[config.mk]
export PLATFORM = sky130hd
export DESIGN_NAME = scs8hd_bufbank_seq
export DESIGN_NICKNAME = d
export VERILOG_FILES = /design/src/rtl/scs8hd_bufbank_seq.sv
export SDC_FILE = /design/constraint.sdc
export NUM_CORES = 1
export LEC_CHECK = 0
export CAP_MARGIN = 10
export CORE_MARGIN = 3
export CORE_UTILIZATION = 25
export CTS_BUF_LIST = sky130_fd_sc_hd__clkbuf_8
export CTS_CLUSTER_DIAMETER = 80
export DETAILED_ROUTE_END_ITERATION = 10
export PLACE_DENSITY = 0.47
export SLEW_MARGIN = 30
export SYNTH_ARGS = -nofsm -noshare
export SYNTH_HDL_FRONTEND = slang
export SYNTH_SLANG_ARGS = --single-unit
export TNS_END_PERCENT = 10
[constraint.sdc]
create_clock -name CLK -period 2.8 [get_ports CLK]
set_input_delay 0.56 -clock CLK [delete_from_list [all_inputs] [get_ports CLK]]
set_output_delay 0.56 -clock CLK [all_outputs]
set_load 0.03 [all_outputs]
[src/rtl/scs8hd_bufbank_seq.sv]
// Staggered enable sequencer for a bank of high-drive inverting buffers.
// Banks turn on LSB first and off MSB first, one per step, with a programmable gap between steps.
module scs8hd_bufbank_seq #(
  parameter int unsigned NBANK = 8,
  parameter int unsigned GAPW  = 8,
  localparam int unsigned LW   = $clog2(NBANK + 1)
) (
  input  logic              CLK,
  input  logic              RESET,
  input  logic              on,
  input  logic              freeze,
  input  logic [GAPW-1:0]   gap,
  output logic [NBANK-1:0]  bank_en,
  output logic [LW-1:0]     level,
  output logic              busy,
  output logic              all_on,
  output logic              all_off
);

  typedef enum logic [1:0] {
    S_OFF,
    S_RAMP_UP,
    S_ON,
    S_RAMP_DOWN
  } state_t;

  localparam logic [LW-1:0] LVL_FULL = LW'(NBANK);
  localparam logic [LW-1:0] LVL_ONE  = LW'(1);

  state_t            state, state_nx;
  logic [GAPW-1:0]   timer, timer_nx;
  logic [LW-1:0]     level_nx;
  logic [NBANK-1:0]  bank_nx;

  // Shifting the thermometer keeps bank_en contiguous from bit 0 and flips exactly one bit per step.
  always_comb begin
    state_nx = state;
    timer_nx = timer;
    level_nx = level;
    bank_nx  = bank_en;
    if (!freeze) begin
      unique case (state)
        S_OFF: begin
          if (on) begin
            level_nx = level + LVL_ONE;
            bank_nx  = {bank_en[NBANK-2:0], 1'b1};
            timer_nx = gap;
            state_nx = (level_nx == LVL_FULL) ? S_ON : S_RAMP_UP;
          end
        end
        S_RAMP_UP: begin
          if (!on) begin
            state_nx = S_RAMP_DOWN;
            timer_nx = gap;
          end else if (timer == '0) begin
            level_nx = level + LVL_ONE;
            bank_nx  = {bank_en[NBANK-2:0], 1'b1};
            timer_nx = gap;
            if (level_nx == LVL_FULL) state_nx = S_ON;
          end else begin
            timer_nx = timer - GAPW'(1);
          end
        end
        S_ON: begin
          if (!on) begin
            level_nx = level - LVL_ONE;
            bank_nx  = {1'b0, bank_en[NBANK-1:1]};
            timer_nx = gap;
            state_nx = (level_nx == '0) ? S_OFF : S_RAMP_DOWN;
          end
        end
        S_RAMP_DOWN: begin
          if (on) begin
            state_nx = S_RAMP_UP;
            timer_nx = gap;
          end else if (timer == '0) begin
            level_nx = level - LVL_ONE;
            bank_nx  = {1'b0, bank_en[NBANK-1:1]};
            timer_nx = gap;
            if (level_nx == '0) state_nx = S_OFF;
          end else begin
            timer_nx = timer - GAPW'(1);
          end
        end
        default: begin
          state_nx = S_OFF;
          level_nx = '0;
          bank_nx  = '0;
          timer_nx = '0;
        end
      endcase
    end
  end

  // Status flags are computed from next-state values so they move on the same edge as the level.
  always_ff @(posedge CLK or posedge RESET) begin
    if (RESET) begin
      state   <= S_OFF;
      timer   <= '0;
      level   <= '0;
      bank_en <= '0;
      busy    <= 1'b0;
      all_on  <= 1'b0;
      all_off <= 1'b1;
    end else begin
      state   <= state_nx;
      timer   <= timer_nx;
      level   <= level_nx;
      bank_en <= bank_nx;
      busy    <= (state_nx == S_RAMP_UP) || (state_nx == S_RAMP_DOWN);
      all_on  <= (level_nx == LVL_FULL);
      all_off <= (level_nx == '0);
    end
  end

endmodule

==> results.json <==
{
  "status": "finished clean",
  "max_freq_mhz": 423,
  "ant_nets": 0,
  "drtIter0Drc": 131,
  "layout_common_cells": "clkdlybuf4s50_1, o21ai_0, dfrtp_1",
  "die-height_um": 89.4,
  "ir_drop_v": 0.000575,
  "h-tree-depth": 1,
  "drive_gt1_share_pct": 12.6,
  "clock_latency_ns": 0.27,
  "final_common_cell": "clkdlybuf4s50_1",
  "synth_nets": 220,
  "fill_cells": 693,
  "cp-end-kind": "flip-flop",
  "ys_types": 53,
  "num_antenna_cells": 0,
  "grt_use_total_pct": 12.1,
  "min_period_over_period_pct": 84.4,
  "skew_ns": 0.00127,
  "finalSetupViolCount": 0,
  "cts_root_buffer": "clkbuf_8",
  "required_ns": 2.98,
  "syn2layout_area_growth_pct": 26.2,
  "floorplan.initialDensity_pct": 26.6,
  "syn_avg_cell_area_sq_um": 8.53,
  "ys_seq_area_share_pct": 34.6,
  "grt_pass1_vias": 1504,
  "vias": 1645,
  "netlist_area_sq_mm": 0.00174,
  "maxSlewHeadroom_pct": 60.9,
  "numCtsBuffers": 3,
  "worst_slew_pin_slew_ns": 0.584,
  "cellPowerDensity_mw_per_mm2": 844,
  "numPortBuffers": 26,
  "antenna_found_initial": 0,
  "cts_tree": "yes",
  "rsz0062_at_grt": "false",
  "cts.sinks": 24,
  "fin_setup_tns_ns": 0,
  "die-width_um": 89.4,
  "dieArea_sq_mm": 0.00800,
  "post_cts_resize_count": 0,
  "hp-class": "reg -> reg",
  "drc": 0,
  "p_leak_nw": 0.862,
  "dp_cells": 304,
  "multi_input_area_sq_mm": 0.00103,
  "synthArstFlopShare_pct": 100,
  "place_hpwl_mm": 3.32,
  "num_io_pins": 27,
  "grt_first_pass_wirelength_mm": 7.77,
  "path_max_fanout": 8,
  "routedWlPerCell_um": 14.7,
  "drt-vias-per-instance": 5.34,
  "grt_max_degree": 25,
  "finalHoldViolCount": 0,
  "synth_top_flop_cell": "dfrtp_1",
  "overflow": 0,
  "maxCapViolations": 0,
  "fin_nets": 248,
  "path_clk_slew_ns": 0.09,
  "yosys_register_bits": 24,
  "instances_no_fill": 308,
  "ys.warnings.count": 0,
  "dr.pass1.iters": 4,
  "finalMaxSlewViolations": 0,
  "core_area_sq_mm": 0.00653,
  "cp-start-kind": "flip-flop",
  "min_period_ns": 2.36,
  "postCtsSetupRepairBufs": 0,
  "syn_inst": 204,
  "synth_edf_count": 0,
  "worstPathArrival_ns": 2.55,
  "clockBufferDepth": 2,
  "seq_area_sq_um": 602,
  "gp_congestion": 0.770,
  "finalWirelength_mm": 4.54,
  "critical_path_class": "reg -> reg",
  "rows": 29,
  "hold_buffers": 0,
  "hold-worst-slack_ns": 0.543
}
[logic make-up after synthesis]
family	count (synthesis)	synth area share, %
AO/OA/AOI/OAI	75	28.5
AND/OR/NAND/NOR	61	21.0
buffers and inverters	28	6.40
flip-flops	24	34.6
multiplexers	8	4.67
XOR/XNOR	4	2.01
adder cells (fa/ha/maj)	4	2.88
[through the flow]
step	worst slack, ns	power, mW	instance area, sq um	utilization, %
floorplan	0.660	1.23	1740	-
global placement	0.235	1.55	2120	32.5
detailed placement	0.206	1.55	2120	32.5
CTS	0.432	1.87	2200	33.6
global route	0.312	2.01	2200	33.6
finish	0.437	1.85	2200	33.6
[report_power, final]
group,internal [mW],switching (mW)
Clock,0.191,0.122
Combinational,0.384,0.491
Sequential,0.470,0.194
Total,1.04,0.807
[metal layers]
metal | vias to the layer above | track usage [%] | wire [um]
met2 | 39 | 17.3 | 1990
met4 | 0 | 3.52 | 43
met3 | 4 | 1.66 | 139
li1 | 811 | - | -
met1 | 791 | 18.6 | 2370
met5 | - | 0 | 0
[state kept, by name (all words and copies together), names as in the netlist, named ones only]
signal	flops
bank_en	8
all_off	1
all_on	1
level	4
timer	8
[Yosys cell counts (all sizes together), types with 2 or more instances]
| master | instances | area, sq um |
|---|---|---|
| dfrtp | 23 | 576 |
| o211ai | 3 | 22.5 |
| nor4 | 4 | 37.5 |
| nand3 | 2 | 10.0 |
| or4 | 2 | 15.0 |
| nor3 | 9 | 56.3 |
| a211oi | 2 | 15.0 |
| o31ai | 2 | 15.0 |
| clkbuf | 10 | 37.5 |
| nand2b | 2 | 12.5 |
| a311o | 2 | 20.0 |
| or3 | 2 | 12.5 |
| mux2i | 7 | 70.1 |
| inv | 13 | 48.8 |
| xnor2 | 3 | 26.3 |
| nor3b | 2 | 15.0 |
| a21oi | 22 | 114 |
| nand2 | 12 | 45.0 |
| ha | 4 | 50.1 |
| nand4 | 3 | 18.8 |
| buf | 5 | 25.0 |
| o21ai | 24 | 120 |
| or4b | 2 | 20.0 |
| nor4b | 3 | 38.8 |
| nor2 | 14 | 52.6 |
| nand3b | 2 | 15.0 |
| a31oi | 7 | 56.3 |
[final cells by class]
| type | instances | share of cell area [%] |
|---|---|---|
| inverter | 13 | 2.22 |
| sequential | 24 | 27.4 |
| timing repair buffer | 38 | 16.0 |
| multi-input combinational | 152 | 46.8 |
| tap | 77 | 4.39 |
| clock inverter | 1 | 1.37 |
| clock buffer | 3 | 1.88 |
[critical path, stage by stage (launching register included)]
cell,delay (ns)
dfrtp_1,0.40
inv_1,0.08
ha_1,0.20
or4b_1,0.64
o31a_1,0.36
o21ai_1,0.17
a31oi_2,0.14
nor4_2,0.28
[worst paths after layout]
kind	start	to	slack (ns)	depth (start not counted)
max reg2reg	timer[0]	all_off	0.44	7
min in group asynchronous	RESET	bank_en[1]	0.62	3
min	timer[1]	timer[1]	0.54	1
min reg2reg	timer[1]	timer[1]	0.54	1
max in group asynchronous	RESET	all_off	1.89	3
max	timer[0]	all_off	0.44	7
Power figures use the tool's default switching activity.
